<file path="src/rtl/srl_fifo_pkg.sv">
// Shared sizing constants and the occupancy update rule for the SRL16 FIFO.
package srl_fifo_pkg;

    localparam int SRL_DEPTH = 16;
    localparam int SRL_AW    = 4;
    localparam int LVL_W     = 5;

    function automatic logic [LVL_W-1:0] next_cnt(
        input logic [LVL_W-1:0] cnt,
        input logic             push,
        input logic             pop
    );
        logic [LVL_W-1:0] cnt_nxt;
        cnt_nxt = cnt;
        // A simultaneous push and pop leaves the count unchanged.
        case ({push, pop})
            2'b10:   cnt_nxt = cnt + LVL_W'(1);
            2'b01:   cnt_nxt = cnt - LVL_W'(1);
            default: cnt_nxt = cnt;
        endcase
        return cnt_nxt;
    endfunction

endpackage

</file>
<file path="src/rtl/srlc16e.sv">
// Behavioural model of the SRLC16E addressable shift register (cascade output not modelled).
module SRLC16E #(
    parameter logic [15:0] INIT            = 16'h0000,
    parameter logic [0:0]  IS_CLK_INVERTED = 1'b0
) (
    output logic Q,
    input  logic A0,
    input  logic A1,
    input  logic A2,
    input  logic A3,
    input  logic CE,
    input  logic CLK,
    input  logic D
);

    // NOTE: shift-register storage has no reset pin; only the power-up value is defined.
    logic [15:0] r_sr = INIT;
    logic [3:0]  w_addr;

    assign w_addr = {A3, A2, A1, A0};
    assign Q      = r_sr[w_addr];

    generate
        if (IS_CLK_INVERTED != 1'b0) begin : g_neg
            always_ff @(negedge CLK) begin
                if (CE) r_sr <= {r_sr[14:0], D};
            end
        end else begin : g_pos
            always_ff @(posedge CLK) begin
                if (CE) r_sr <= {r_sr[14:0], D};
            end
        end
    endgenerate

endmodule

</file>
<file path="src/rtl/srl16_fifo.sv">
// Valid/ready FIFO: SRLC16E column (16 words) plus a registered output stage, 17 words total.
module srl16_fifo
    import srl_fifo_pkg::*;
#(
    parameter int DATA_W    = 8,
    parameter int AFULL_LVL = 12
) (
    input  logic              CLK,
    input  logic              RST_N,
    input  logic              S_VALID,
    output logic              S_READY,
    input  logic [DATA_W-1:0] S_DATA,
    output logic              M_VALID,
    input  logic              M_READY,
    output logic [DATA_W-1:0] M_DATA,
    output logic [LVL_W-1:0]  LEVEL,
    output logic              AFULL
);

    logic [LVL_W-1:0]  r_cnt;
    logic              r_m_valid;
    logic [DATA_W-1:0] r_m_data;
    logic [LVL_W-1:0]  r_level;
    logic              r_afull;

    logic              w_push;
    logic              w_pop;
    logic [SRL_AW-1:0] w_addr;
    logic [DATA_W-1:0] w_srl_q;
    logic [LVL_W-1:0]  w_cnt_nxt;
    logic              w_m_valid_nxt;
    logic [LVL_W-1:0]  w_level_nxt;

    assign S_READY = (r_cnt != LVL_W'(SRL_DEPTH));
    assign w_push  = S_VALID & S_READY;
    assign w_pop   = (r_cnt != '0) & (~r_m_valid | M_READY);

    // Oldest word sits at cnt-1; at cnt=16 the low nibble wraps 0 -> 15 as required.
    assign w_addr = (r_cnt == '0) ? '0 : (r_cnt[SRL_AW-1:0] - SRL_AW'(1));

    assign w_cnt_nxt     = next_cnt(r_cnt, w_push, w_pop);
    assign w_m_valid_nxt = w_pop | (r_m_valid & ~M_READY);
    assign w_level_nxt   = w_cnt_nxt + LVL_W'(w_m_valid_nxt);

    generate
        for (genvar gi = 0; gi < DATA_W; gi++) begin : g_srl
            SRLC16E #(
                .INIT            (16'h0000),
                .IS_CLK_INVERTED (1'b0)
            ) u_srl (
                .Q   (w_srl_q[gi]),
                .A0  (w_addr[0]),
                .A1  (w_addr[1]),
                .A2  (w_addr[2]),
                .A3  (w_addr[3]),
                .CE  (w_push),
                .CLK (CLK),
                .D   (S_DATA[gi])
            );
        end
    endgenerate

    // NOTE: all state here uses non-blocking assignments so every register samples pre-edge values.
    always_ff @(posedge CLK or negedge RST_N) begin
        if (!RST_N) begin
            r_cnt     <= '0;
            r_m_valid <= 1'b0;
            r_m_data  <= '0;
            r_level   <= '0;
            r_afull   <= 1'b0;
        end else begin
            r_cnt     <= w_cnt_nxt;
            r_m_valid <= w_m_valid_nxt;
            if (w_pop) r_m_data <= w_srl_q;
            r_level   <= w_level_nxt;
            r_afull   <= (w_level_nxt >= LVL_W'(AFULL_LVL));
        end
    end

    assign M_VALID = r_m_valid;
    assign M_DATA  = r_m_data;
    assign LEVEL   = r_level;
    assign AFULL   = r_afull;

endmodule
</file>
<file path="config.mk">
export PLATFORM = sky130hd
export DESIGN_NAME = srl16_fifo
export DESIGN_NICKNAME = d
export VERILOG_FILES = /design/src/rtl/srl_fifo_pkg.sv /design/src/rtl/srlc16e.sv /design/src/rtl/srl16_fifo.sv
export SDC_FILE = /design/constraint.sdc
export NUM_CORES = 1
export LEC_CHECK = 0
export CORE_MARGIN = 2
export CORE_UTILIZATION = 50
export DETAILED_ROUTE_END_ITERATION = 12
export GPL_ROUTABILITY_DRIVEN = 1
export HOLD_SLACK_MARGIN = 0.15
export PLACE_DENSITY = 0.66
export SLEW_MARGIN = 30
export SYNTH_ARGS = -nofsm -noshare
export SYNTH_HDL_FRONTEND = slang
export SYNTH_HIERARCHICAL = 1
export SYNTH_SLANG_ARGS = --single-unit
</file>
<file path="constraint.sdc">
create_clock -name CLK -period 6.27 [get_ports CLK]
set_input_delay 0.9405 -clock CLK [delete_from_list [all_inputs] [get_ports CLK]]
set_output_delay 0.9405 -clock CLK [all_outputs]
set_load 0.02 [all_outputs]
</file>
# Word level (Yosys, flattened, before mapping)

Index checks and enable logic that the tools add are counted.
W data, S select, Z words.

Memories kept: 0
Output and inout bits: 16
Memory bits (writable): 0
Bits in read-only memories: 0
Register bits after elaboration: 148
Input port bits: 12
Word-level logic and storage cells: 49
Latch bits: 0

Eq/ne operators: 3
Divide/modulo/power cells: 0
Bitwise logic cells: 7
Shifts and indexed selects: 0
Multiply operators: 0
$add $sub $neg: 4
Magnitude comparators: 2
Muxes and demuxes: 18
Reductions and logical operators: 2

Operators by type and width:

| operator              | number |
|---|---|
| $bmux W1 S4           | 8 |
| $pmux W5 S2           | 1 |
| $mux W1               | 8 |
| $add A5 B1 Y5         | 1 |
| $add A5 B1 Y5 const B | 1 |
| $ge A5 B4 Y1 const B  | 1 |
| $logic_not A5 Y1      | 1 |
| $lt A4 B5 Y1 const B  | 1 |
| $ne A5 B5 Y1 const B  | 1 |
| $reduce_bool A5 Y1    | 1 |
| $sub A5 B1 Y5 const B | 1 |
| $mux W4               | 1 |
| $sub A4 B1 Y4 const B | 1 |
| $and A1 B1 Y1         | 3 |
| $eq A2 B1 Y1 const B  | 1 |
| $eq A2 B2 Y1 const B  | 1 |
| $not A1 Y1            | 2 |
| $or A1 B1 Y1          | 2 |

# Longest topological paths before layout

Depth after elaboration: 7
Depth in mapped cells: 13
Gate-level depth less buffers: 13

# Hierarchy

Netlist, hierarchy kept.

Modules (own cells, without submodules):

| module     | cells each | instances | area each (µm²) | seq. area each (µm²) |
|---|---|---|---|---|
| SRLC16E    | 23         | 8         | 615.6           | 480.5 |
| srl16_fifo | 98         | 1         | 1,093.5         | 500.5 |

# Least setup slack after synthesis

No wires, ideal clock.

Path type: reg2reg
Start point: reg r_cnt[0]
End point: reg g_srl[0].u_srl.r_sr[0], enable pin
Setup time: 481 ps
Required time: 5,789 ps
Arrival time: 3,539 ps
Stages on the path, launching flop included: 6
Setup slack: 2,250 ps
Cell sequence: dfrtp_1 inv_1 ha_1 nand3_1 nand2_1 inv_1

Longest elaborated chain between the ends: 2

RTL lines:

| item                     | line             | source |
|---|---|---|
| start: declaration       | srl16_fifo.sv:20 | `logic [LVL_W-1:0] r_cnt;` |
| start signal: assignment | srl16_fifo.sv:72 | `r_cnt <= w_cnt_nxt;` |
| $ne A5 B5 Y1             | srl16_fifo.sv:34 | `assign S_READY = (r_cnt != LVL_W'(SRL_DEPTH));` |
| net S_READY              | srl16_fifo.sv:11 | `output logic S_READY,` |
| $and A1 B1 Y1            | srl16_fifo.sv:35 | `assign w_push = S_VALID & S_READY;` |
| net w_push               | srl16_fifo.sv:26 | `logic w_push;` |
| end signal: assignment   | srlc16e.sv:30    | `if (CE) r_sr <= {r_sr[14:0], D};` |
| end: declaration         | srlc16e.sv:17    | `logic [15:0] r_sr = INIT;` |

The timed path passes the listed nets, and every way through them passes these cells.
A chain may end at the register's enable or synchronous reset.

# Worst setup path in the final report

Start point: reg r_cnt[0]
End point: reg r_afull, in the netlist AFULL

Longest elaborated chain between the ends: 6
Elaborated cells between the ends (all ways): 12

RTL lines:

| item                                                | line               | source |
|---|---|---|
| $reduce_bool A5 Y1 (*)                              | srl16_fifo.sv:36   | `assign w_pop = (r_cnt != '0) & (~r_m_valid \| M_READY);` |
| $and A1 B1 Y1 (*)                                   | srl16_fifo.sv:36   |  |
| net w_pop                                           | srl16_fifo.sv:27   | `logic w_pop;` |
| $eq A2 B1 Y1 / $eq A2 B2 Y1 (equally long branches) | srl_fifo_pkg.sv:16 | `case ({push, pop})` |
| $pmux W5 S2                                         | srl_fifo_pkg.sv:16 |  |
| $add A5 B1 Y5 (*)                                   | srl16_fifo.sv:43   | `assign w_level_nxt = w_cnt_nxt + LVL_W'(w_m_valid_nxt);` |
| $ge A5 B4 Y1 (*)                                    | srl16_fifo.sv:76   | `r_afull <= (w_level_nxt >= LVL_W'(AFULL_LVL));` |
| end signal: assignment                              | srl16_fifo.sv:76   |  |
| end: declaration                                    | srl16_fifo.sv:24   | `logic r_afull;` |

Mark *: on every way through the listed nets, which the timed path passes. The rest lies on a longest branch.

==> key figures <==
Floorplanning
  • Die H: 114 um
  • Horizontal die dimension: ~110 um
  • Ports: 28
  • Die area: 12900 um2
  • Initial Utilization: 50.7%
  • Site row count: 40
  • Standard cell core area: 11900 um2

Setup path
  • Max stage delay on crit path: roughly 0.54 ns
  • CP Data Arrival Time: between 4 and 5 ns
  • R2r worst-path depth: 12
  • Startpoint of the most critical register-to-register path: r_cnt[0]
  • Data required time at the worst endpoint: 6.57 ns
  • Max Fanout on Critical Path: 9
  • R2R Path End: AFULL
  • Startpoint Class: flip-flop
  • Crit Path Category: reg2reg
  • Setup crit end kind: flip-flop
  • CP max-delay cell: sky130_fd_sc_hd__a21oi_2
  • Library cell appearing most often on the critical path: sky130_fd_sc_hd__ha_1
  • CP Cell Sequence: inv_1 > ha_1 > nand2_1 > nor2_1 > a21oi_2 > ha_1 > ha_1 > a21oi_1 > a21oi_1 > o41ai_1 > a22oi_1 > a221o_1
  • Flop2flop setup slack: about 2.5 ns

Synthesis
  • Syn nets: around 300
  • Post-synthesis cell area: between 6000 and 7000 um2
  • Share of synthesized flip-flops with an asynchronous set or reset: between 10% and 20%
  • Number of library cell types mapped by synthesis: 33
  • Part of the Yosys area used for sequential elements: 72.2%
  • Primary flip-flop cell chosen by synthesis mapping: sky130_fd_sc_hd__edfxtp_1
  • Synthesis Warnings: 6
  • Synthesized netlist cell count: 282
  • #FFs+latches synth: 148
  • EDFF count, synth: between 100 and 150
  • Mean area per synthesized cell: 21.3 um2

Pwr
  • Power density over the cells: 545 nW/um2
  • Maximum resistive drop on vdd: 0.000233 V
  • Leakage power: 2.65 nW
  • Overall power consumption: 3.89 mW

Clocking
  • H-tree level count: 4
  • TritonCTS sink count: 148
  • Clock insertion delay at the later pin of the skew report: around 0.42 ns
  • Clock Path Buffers: 2
  • TritonCTS clock tree: done
  • Root buffer selected by CTS: sky130_fd_sc_hd__clkbuf_16
  • Number of hold buffers added after CTS: 0
  • Post-CTS Setup Bufs: 0
  • Gates resized, CTS repair: 0
  • Number of buffers added by the clock tree synthesis step: 17
  • Clock transition time at the flip-flop clock pins of the worst setup and hold paths: 0.06 ns

GRT
  • GRT Resource Usage Total: between 15 and 20%
  • Global-route congestion overflow total: 0
  • Global-route wire length before repair: about 15000 um
  • Via count of the first global-routing pass: about 3k
  • Maximum number of pins on one net before global-route repair: 90
  • Antenna violations before repair: 0

STA
  • Least setup slack across all paths after layout: 2.53 ns
  • Setup violation total in the final timing report: 0
  • Fmax: 267 MHz
  • Max Transition Viols Final: 0
  • Layout Skew: between 0.005 and 0.006 ns
  • RSZ-0062 raised after global routing: false
  • Final min period: 3.74 ns
  • Rel. slew slack: 48.1%
  • Final Hold Viols: 0
  • Pin slew with the least headroom to its limit: 0.778 ns
  • Sum of negative setup slack: 0 ns
  • Worst-case hold slack: 0.436 ns
  • Period utilization: 59.7%

Routing
  • Number of detailed-routing iterations run before antenna repair: 4
  • Number of design rule violations left after detail routing: 0
  • Via count: 2812
  • DR WL/cell: 19.1 um
  • Ratio of routed vias to standard cells: between 5 and 6
  • First DRT Iteration DRCs: about 180
  • Total wire length after detailed routing: 9360 um
  • Antenna-violating nets left: 0

Placed design
  • Placed wire-length estimate: 5510 um
  • Buffers on Ports: 27
  • Final Wtd Congestion: 0.856
  • Post-placement worst setup slack: 2.18 ns

Worst hold path
  • HP Class: reg2reg
  • Worst Hold End: g_srl[0].u_srl/r_sr[2]
  • Worst Hold Depth: 0
  • Start point of the worst min-delay path: g_srl[0].u_srl/r_sr[1]

Finish
  • Layout Nets: 352
  • Antenna cells: 0
  • Fin util: 60.2%
  • Ratio of cells with drive above 1 in the final layout: between 10% and 20%
  • Post-synthesis to final-layout area growth: 18.7%

Run status
  • Run status: finished clean

Run
  • Number of maximum-capacitance constraint violations: 0
[Yosys cell counts, types with 2 or more instances]
library cell                 n  share of area (%)
sky130_fd_sc_hd__a21oi_1     3               0.25
sky130_fd_sc_hd__nor2_1     11               0.69
sky130_fd_sc_hd__nor3_1      3               0.25
sky130_fd_sc_hd__nand2_1     6               0.37
sky130_fd_sc_hd__mux2i_1    26                4.3
sky130_fd_sc_hd__inv_1       8               0.50
sky130_fd_sc_hd__dfrtp_1    20                8.3
sky130_fd_sc_hd__ha_1        8                1.7
sky130_fd_sc_hd__edfxtp_1  128                 64
sky130_fd_sc_hd__mux4_1     32                 14
sky130_fd_sc_hd__xor2_1      2               0.29
sky130_fd_sc_hd__mux2_2      8                1.5
sky130_fd_sc_hd__nand3_1     2               0.17
sky130_fd_sc_hd__xnor2_1     6               0.87
[worst max path at each step]
| stage | cells past startpoint | slack, ns | end | from |
|---|---|---|---|---|
| 4_1_cts | 13 | 2.52 | AFULL | r_cnt[0] |
| 3_3_place_gp | 10 | 2.24 | AFULL | M_READY |
| 6_report | 12 | 2.53 | AFULL | r_cnt[0] |
| 3_5_place_dp | 10 | 2.18 | AFULL | M_READY |
| 2_1_floorplan | 5 | 2.25 | g_srl[0].u_srl/r_sr[0] | r_cnt[0] |
| 5_1_grt | 13 | 2.25 | AFULL | r_cnt[0] |
[final cells by class]
type                            count  area (um2)
Clock inverter                      9         150
Tap cell                          147         184
Multi-Input combinational cell    125        1650
Inverter                            8        35.0
Timing Repair Buffer               31         295
Fill cell                         865        4720
Sequential cell                   148        4340
Clock buffer                       23         488
[sequential cells by signal (all words and copies together), names as in the netlist]
name              cells
M_VALID               1
AFULL                 1
r_cnt                 5
LEVEL                 5
g_srl.u_srl/r_sr    128
M_DATA                8
[where the power goes]
group	total, mW	switching, mW	internal, mW
logic	1.42	0.708	0.712
registers	1.39	0.0994	1.29
clock network	1.08	0.372	0.706
[critical path, delay by kind of cell, from the launching register on]
kind / cells / cell delay [ns]
adders and majority gates: 3 / 1.00
and+or+nand+nor: 2 / 0.20
DFF: 1 / 0.50
AOI/OAI and AO/OA: 6 / 1.76
buffers and inverters: 1 / 0.15
[per-stage QoR]
stage	std cells	cell area (um2)
floorplan	282	6020
finish	491	7140
global route	491	7140
CTS	491	7150
global placement	459	6510
detailed placement	459	6510
[placed cells by master (no fill, tap or decap), drive strengths merged, types with 2 or more instances in the layout]
cell,n
clkdlybuf4s50,26
clkinvlp,2
clkbuf,23
a21oi,4
nand3,3
clkinv,3
edfxtp,128
inv,8
nor3,3
and3,2
mux2,8
mux4,32
bufinv,4
dfrtp,20
buf,5
nor2,11
xor2,2
xnor2,6
mux2i,26
nand2,6
ha,8
[logic make-up after synthesis]
family                   after synthesis  synth area share (%)
flip-flops                           148                  72.2
adder cells (fa/ha/maj)                9                  2.00
AND/OR/NAND/NOR                       30                  2.58
AO/OA/AOI/OAI                         12                  1.60
multiplexers                          66                  19.8
buffers and inverters                  9                 0.686
XOR/XNOR                               8                  1.16
[per-layer routing]
metal | global-route usage (%) | wire, um | up-vias | part of all wire, %
li1 | - | - | 1287 | -
met1 | 20.9 | 4380 | 1460 | 47
met2 | 24.1 | 4450 | 56 | 47
met3 | 5.10 | 378 | 9 | 4.0
met4 | 8.13 | 157 | 0 | 1.7
met5 | 0 | 0 | - | 0
Note: power is estimated with default switching activity, not from simulation.
